===== src/rtl/sha256_nonce_scheduler.sv =====
// sha256_nonce_scheduler
// Sequencer in front of the sha256_2_pipeline double-SHA datapath. Takes one
// work unit at a time, streams one nonce per cycle into the pipeline, matches
// each returned digest to its nonce in issue order, and parks hits in a
// one-entry result buffer. A job ends with a drain of all in-flight results.
//
// Optional feature macro: SHA_SCHED_HASH_COUNT_EN
//   When defined, a saturating 32-bit hash_count output counts every digest
//   accepted from the pipeline since reset. When undefined the port and the
//   counter do not exist.

module sha256_nonce_scheduler #(
  parameter int INFLIGHT_W = 8
) (
  input  logic         CLK,
  input  logic         RST,
  input  logic         job_valid,
  output logic         job_ready,
  input  logic [255:0] job_midstate,
  input  logic [95:0]  job_tail,
  input  logic [31:0]  job_nonce_start,
  input  logic [31:0]  job_nonce_end,
  input  logic [63:0]  job_target,
  input  logic         abort,
  output logic         sha_write_en,
  output logic [255:0] sha_digest_initial,
  output logic [255:0] sha_digest_in,
  output logic [127:0] sha_block_in,
  input  logic [255:0] sha_digest_out,
  input  logic         sha_valid_out,
  output logic         found_valid,
  input  logic         found_ready,
  output logic [31:0]  found_nonce,
  output logic [255:0] found_digest,
  output logic         found_overflow,
  output logic         busy,
  output logic         done
`ifdef SHA_SCHED_HASH_COUNT_EN
  ,
  output logic [31:0]  hash_count
`endif
);

  localparam logic [1:0] ST_IDLE  = 2'd0;
  localparam logic [1:0] ST_ISSUE = 2'd1;
  localparam logic [1:0] ST_DRAIN = 2'd2;

  localparam logic [INFLIGHT_W-1:0] INFLIGHT_ONE = INFLIGHT_W'(1);

  // Sequencer state and latched job fields
  logic [1:0]            state_q, state_d;
  logic [255:0]          midstate_q, midstate_d;
  logic [95:0]           tail_q, tail_d;
  logic [31:0]           end_q, end_d;
  logic [63:0]           target_q, target_d;
  logic [31:0]           issue_nonce_q, issue_nonce_d;
  logic                  discard_q, discard_d;

  // Pipeline-side registered outputs
  logic                  sha_write_en_q, sha_write_en_d;
  logic [127:0]          sha_block_in_q, sha_block_in_d;

  // In-flight tracking and result attribution
  logic [INFLIGHT_W-1:0] inflight_q, inflight_d;
  logic [31:0]           result_nonce_q, result_nonce_d;

  // Result buffer
  logic                  found_valid_q, found_valid_d;
  logic [31:0]           found_nonce_q, found_nonce_d;
  logic [255:0]          found_digest_q, found_digest_d;
  logic                  found_overflow_q, found_overflow_d;
  logic                  done_q, done_d;

`ifdef SHA_SCHED_HASH_COUNT_EN
  logic [31:0]           hash_count_q, hash_count_d;
`endif

  // Shared per-cycle events
  logic job_accept;
  logic valid_counted;
  logic is_hit;
  logic pop;

  // Decode the events every other block keys off: job acceptance, a pipeline
  // result that belongs to us, whether that result is a hit, and a buffer pop
  always_comb begin
    job_accept    = (state_q == ST_IDLE) && job_valid;
    valid_counted = sha_valid_out && (inflight_q != '0);
    is_hit        = valid_counted && !discard_q &&
                    (sha_digest_out[255:192] <= target_q);
    pop           = found_valid_q && found_ready;
  end

  // Job sequencing: accept in IDLE, stream nonces in ISSUE, wait out the
  // pipeline in DRAIN. The issue strobe and block are computed one cycle ahead
  // so they leave the block straight from flops.
  always_comb begin
    state_d        = state_q;
    midstate_d     = midstate_q;
    tail_d         = tail_q;
    end_d          = end_q;
    target_d       = target_q;
    issue_nonce_d  = issue_nonce_q;
    discard_d      = discard_q;
    sha_write_en_d = 1'b0;
    sha_block_in_d = sha_block_in_q;
    done_d         = 1'b0;

    case (state_q)
      ST_IDLE: begin
        if (job_valid) begin
          midstate_d     = job_midstate;
          tail_d         = job_tail;
          end_d          = job_nonce_end;
          target_d       = job_target;
          issue_nonce_d  = job_nonce_start;
          discard_d      = 1'b0;
          sha_write_en_d = 1'b1;
          sha_block_in_d = {job_tail, job_nonce_start};
          state_d        = ST_ISSUE;
        end
      end

      ST_ISSUE: begin
        if (abort) begin
          discard_d = 1'b1;
          state_d   = ST_DRAIN;
        end else if (issue_nonce_q == end_q) begin
          state_d = ST_DRAIN;
        end else begin
          issue_nonce_d  = issue_nonce_q + 32'd1;
          sha_write_en_d = 1'b1;
          sha_block_in_d = {tail_q, issue_nonce_q + 32'd1};
        end
      end

      ST_DRAIN: begin
        if (inflight_q == '0) begin
          done_d  = 1'b1;
          state_d = ST_IDLE;
        end
      end

      default: begin
        state_d = ST_IDLE;
      end
    endcase
  end

  // Count issues against returned results; the pipeline is in order, so the
  // oldest outstanding nonce is always the one a result belongs to
  always_comb begin
    inflight_d     = inflight_q;
    result_nonce_d = result_nonce_q;

    case ({sha_write_en_q, valid_counted})
      2'b10:   inflight_d = inflight_q + INFLIGHT_ONE;
      2'b01:   inflight_d = inflight_q - INFLIGHT_ONE;
      default: inflight_d = inflight_q;
    endcase

    if (valid_counted) begin
      result_nonce_d = result_nonce_q + 32'd1;
    end

    if (job_accept) begin
      result_nonce_d = job_nonce_start;
    end
  end

  // One-entry hit buffer: a hit loads it when it is empty or being popped this
  // cycle; otherwise the new hit is dropped and the loss is flagged
  always_comb begin
    found_valid_d    = found_valid_q;
    found_nonce_d    = found_nonce_q;
    found_digest_d   = found_digest_q;
    found_overflow_d = found_overflow_q;

    if (is_hit) begin
      if (!found_valid_q || pop) begin
        found_valid_d  = 1'b1;
        found_nonce_d  = result_nonce_q;
        found_digest_d = sha_digest_out;
      end else begin
        found_overflow_d = 1'b1;
      end
    end else if (pop) begin
      found_valid_d = 1'b0;
    end

    if (job_accept) begin
      found_overflow_d = 1'b0;
    end
  end

`ifdef SHA_SCHED_HASH_COUNT_EN
  // Lifetime count of accepted pipeline results, held at all-ones once full
  always_comb begin
    hash_count_d = hash_count_q;
    if (valid_counted && (hash_count_q != 32'hFFFF_FFFF)) begin
      hash_count_d = hash_count_q + 32'd1;
    end
  end
`endif

  // State registers, cleared asynchronously so a mid-job reset lands in IDLE
  always_ff @(posedge CLK or negedge RST) begin
    if (!RST) begin
      state_q          <= ST_IDLE;
      midstate_q       <= '0;
      tail_q           <= '0;
      end_q            <= '0;
      target_q         <= '0;
      issue_nonce_q    <= '0;
      discard_q        <= 1'b0;
      sha_write_en_q   <= 1'b0;
      sha_block_in_q   <= '0;
      inflight_q       <= '0;
      result_nonce_q   <= '0;
      found_valid_q    <= 1'b0;
      found_nonce_q    <= '0;
      found_digest_q   <= '0;
      found_overflow_q <= 1'b0;
      done_q           <= 1'b0;
`ifdef SHA_SCHED_HASH_COUNT_EN
      hash_count_q     <= '0;
`endif
    end else begin
      state_q          <= state_d;
      midstate_q       <= midstate_d;
      tail_q           <= tail_d;
      end_q            <= end_d;
      target_q         <= target_d;
      issue_nonce_q    <= issue_nonce_d;
      discard_q        <= discard_d;
      sha_write_en_q   <= sha_write_en_d;
      sha_block_in_q   <= sha_block_in_d;
      inflight_q       <= inflight_d;
      result_nonce_q   <= result_nonce_d;
      found_valid_q    <= found_valid_d;
      found_nonce_q    <= found_nonce_d;
      found_digest_q   <= found_digest_d;
      found_overflow_q <= found_overflow_d;
      done_q           <= done_d;
`ifdef SHA_SCHED_HASH_COUNT_EN
      hash_count_q     <= hash_count_d;
`endif
    end
  end

  assign job_ready          = (state_q == ST_IDLE);
  assign busy               = (state_q != ST_IDLE);
  assign done               = done_q;
  assign sha_write_en       = sha_write_en_q;
  assign sha_block_in       = sha_block_in_q;
  assign sha_digest_initial = midstate_q;
  assign sha_digest_in      = midstate_q;
  assign found_valid        = found_valid_q;
  assign found_nonce        = found_nonce_q;
  assign found_digest       = found_digest_q;
  assign found_overflow     = found_overflow_q;
`ifdef SHA_SCHED_HASH_COUNT_EN
  assign hash_count         = hash_count_q;
`endif

endmodule

===== config.mk =====
export PLATFORM = sky130hd
export DESIGN_NAME = sha256_nonce_scheduler
export DESIGN_NICKNAME = d
export VERILOG_FILES = /design/src/rtl/sha256_nonce_scheduler.sv
export SDC_FILE = /design/constraint.sdc
export NUM_CORES = 2
export LEC_CHECK = 0
export ABC_CLOCK_PERIOD_IN_PS = 3100
export CAP_MARGIN = 20
export CORE_AREA = 2 2 650 652
export DETAILED_ROUTE_END_ITERATION = 10
export DIE_AREA = 0 0 652 654
export DONT_BUFFER_PORTS = 1
export PLACE_DENSITY_LB_ADDON = 0.3
export SLEW_MARGIN = 20
export SYNTH_ARGS = -nofsm -noshare
export SYNTH_HDL_FRONTEND = slang
export SYNTH_SLANG_ARGS = --single-unit
export TNS_END_PERCENT = 30

===== constraint.sdc =====
create_clock -name CLK -period 3.1 [get_ports CLK]
set_input_delay 0.31 -clock CLK [delete_from_list [all_inputs] [get_ports CLK]]
set_output_delay 0.31 -clock CLK [all_outputs]
set_load 0.005 [all_outputs]

==> summary.txt <==
CTS
  – CTS tree: built
  – CTS clock-pin slew for the worst setup and hold paths: 70 ps
  – Clk sinks: 911
  – Clock buffer depth: 4
  – CTS Buf Count: 123
  – Clock root buffer: clkbuf_16
  – H-tree levels: 3
  – Clock Latency Late Sink: 910 ps

Routing
  – Vias: 37,700
  – Vias/cell: 3.46
  – 1st-pass router iterations: 8
  – WL/cell: 30.3 µm
  – Drc violations: 0
  – ANT nets after route: 0
  – Wirelength, routed: 330 mm
  – Drt initial violations: 3,049

Finish
  – Fraction of layout cells with a size suffix above 1: 0.0824
  – Area Overhead vs Synth: 47.1%
  – Layout Nets: 6,035
  – Fillers: 47,600
  – End-of-flow core utilization: 0.144

Setup path
  – Crit path arrival time: 3800 ps
  – Critical path capture point type: register
  – Startpoint Class: register
  – Crit Path Class: reg -> reg
  – Worst Path Max Fanout: 6
  – Delay of the slowest cell on the worst path: 540 ps
  – Critical-path cell list: inv_1 > ha_1 > a21oi_1 > nand2_1 > a21oi_2 > or4b_4 > a32oi_2 > buf_4 > a31oi_4 > buf_12 > clkbuf_16 > clkbuf_16 > o22ai_1
  – Critical path required time: 3880 ps
  – Slowest CP cell: or4b_4
  – CP most frequent cell: clkbuf_16

Outcome
  – Run status: finished, final reports clean

Synth
  – Number of flops mapped to enable cells by yosys: 0
  – Distinct cells, synth: 60
  – Post-synthesis sequential area ratio: 0.554
  – Dominant cell by count in the synthesized netlist: nand2_1
  – Synth area leaders: dfrtp_1, nand2_1, buf_4
  – Yosys top cell by area: dfrtp_1
  – Synth Area per Inst: 9.00 µm²
  – Synthesis Warnings: 0
  – Post-synth top flop: dfrtp_1
  – Ys async rst share: 1.00
  – Syn Nets: 5,386
  – Cell area after synthesis: 0.0411 mm²
  – Top cells by count, synth: nand2_1, dfrtp_1, o22ai_1
  – Yosys reg bits: 911
  – Post-Syn Instances: 4,570
  – Area share of the largest cell type after synthesis: 0.554

Global routing
  – GRT Overall Usage: 0.147
  – First-pass GRT wire length: 410 mm
  – Grt total ovfl: 0
  – Initial antenna violation count: 130
  – Largest net degree at the start of global routing: 178
  – Vias in the first global route: 37,300

Power
  – Static Leak: 26.4 nW
  – Highest ir drop seen on vdd: 0.000580 V
  – Post-layout power: 66.3 mW
  – Pwr Density: 1100 mW/mm²

Timing
  – Fmax: 0.331 GHz
  – RSZ-0062 raised after global routing: yes
  – Final worst slack: 82.4 ps
  – Hold Fails Final Rpt: 0
  – Max-Slew Margin vs Limit: 0.146
  – Max Clock Skew: 70.5 ps
  – Slew Limit Fails: 0
  – Final setup fails: 0
  – Final period util: 0.973
  – Worst-margin pin slew: 1280 ps
  – Shortest period the worst path allows: 3020 ps

Placement
  – GP Congestion: 0.941
  – Final HPWL DP: 273 mm
  – Place WS: -72.5 ps
  – I/O Buffers: 0

Worst hold path
  – Type of the worst min-delay path: in -> async

Floorplan
  – DIE AREA: 0.426 mm²
  – Die Y-Extent: 654 µm
  – Die X: 652 µm
  – Area of the core: 0.419 mm²
  – Initial Utilization: 0.0981
  – Boundary Pins: 1,676
  – Site row count: 238

Run
  – Max-Cap Viols: 0
path summary, 6_finish.rpt:
kind,startpoint,endpoint,slack (ps),depth (start not counted)
max in group asynchronous,RST,issue_nonce_q[4]$_DFFE_PN0P_,90,5
min in group CLK,job_valid,tail_q[5]$_DFFE_PN0P_,60,4
worst min register to register,tail_q[62]$_DFFE_PN0P_,tail_q[62]$_DFFE_PN0P_,470,2
worst max-delay path,target_q[14]$_DFFE_PN0P_,found_digest[200]$_DFFE_PN0P_,80,13
worst min-delay path,RST,found_digest[104]$_DFFE_PN0P_,60,2
worst max register to register,target_q[14]$_DFFE_PN0P_,found_digest[200]$_DFFE_PN0P_,80,13
where the power goes:
group	internal, mW	leakage, nW	switching [mW]
clock	8.77	2.03	6.38
sequential	17.5	11.3	13.2
combinational	8.04	13.1	12.5
total	34.3	26.4	32.1
metal layers:
layer / routed length, µm / up-vias / track usage
met2: 166000 / 2078 / 0.261
met1: 108000 / 18900 / 0.144
met3: 40500 / 554 / 0.0741
met5: 656 / - / 0.00724
li1: - / 16100 / -
met4: 15800 / 38 / 0.0579
state kept, by name, summed over array words and instances (netlist names):
| name | count |
|---|---|
| discard_q | 1 |
| done | 1 |
| end_q | 32 |
| found_digest | 256 |
| found_nonce | 32 |
| found_overflow | 1 |
| found_valid | 1 |
| inflight_q | 8 |
| issue_nonce_q | 31 |
| result_nonce_q | 32 |
| sha_block_in | 97 |
| sha_digest_in | 256 |
| sha_write_en | 1 |
| state_q | 2 |
| tail_q | 96 |
| target_q | 64 |
metrics by stage:
stage	instances	hold WS (ps)	instance area [µm²]	TNS [ps]
after floorplan	4570	14.4	41100	0
after global placement	9713	18.7	46600	-154
after detailed placement	9715	18.1	46700	-4280
after CTS	10800	-1000	59800	-2.55
after global routing	10900	44.1	60400	-8720
final	10900	56.3	60500	0
kinds of logic (layout without fill, tap and decap cells):
| logic type | Yosys count | after routing | share of synthesized area |
|---|---|---|---|
| AND/OR/NAND/NOR | 2152 | 2152 | 0.206 |
| AO/OA/AOI/OAI | 639 | 639 | 0.0915 |
| buffers and inverters | 623 | 1370 | 0.0863 |
| multiplexers | 101 | 101 | 0.0247 |
| XOR/XNOR | 70 | 70 | 0.0149 |
| other | 0 | 60 | 0 |
| adder cells (fa/ha/maj) | 74 | 74 | 0.0227 |
| flip-flops | 911 | 911 | 0.554 |
repair_timing:
| action | 4_1_cts | 5_1_grt |
|---|---|---|
| endpoints found under the hold margin | 1324 | 451 |
| gates cloned | 4 | 8 |
| endpoints found under the setup margin | 145 | 282 |
| hold buffers | 873 | 5 |
| buffers inserted | 4 | 4 |
| pin swaps | 1 | 4 |
| resized for setup | 17 | 37 |
critical path: cells and delay by family (launching register included):
| kind | cells | cell delay, ps |
|---|---|---|
| fa+ha+maj | 1 | 250 |
| simple gates | 2 | 630 |
| compound gates | 5 | 820 |
| buf+inv | 5 | 810 |
| flops | 1 | 360 |
area by class of cell:
| type | count | area (µm²) | area share |
|---|---|---|---|
| Multi-Input combinational cell | 3036 | 15000 | 0.247 |
| Timing Repair Buffer | 1071 | 11200 | 0.186 |
| Antenna cell | 60 | 150 | 0.00248 |
| Tap cell | 5520 | 6910 | 0.114 |
| Clock inverter | 56 | 678 | 0.0112 |
| Clock buffer | 167 | 3450 | 0.0571 |
| Sequential cell | 911 | 22800 | 0.377 |
| Inverter | 76 | 285 | 0.00472 |
cells in the final DEF (no fill, tap or decap), types with 8 or more instances in the layout:
master / count
o22ai_1: 290
buf_4: 125
nor3_1: 12
dfrtp_1: 909
xor2_1: 22
buf_12: 36
o22a_1: 10
clkbuf_8: 21
a31oi_1: 8
nand3_1: 32
buf_16: 18
and3_1: 17
clkinv_2: 27
nand4_1: 34
nand2_1: 1960
o21ai_0: 226
clkbuf_16: 130
a21oi_1: 57
xnor2_1: 48
clkbuf_1: 23
nor2_1: 53
ha_1: 69
inv_1: 74
mux2i_1: 98
dlygate4sd3_1: 876
bufinv_16: 12
diode_2: 60
Note: power is estimated with default switching activity, not from simulation.
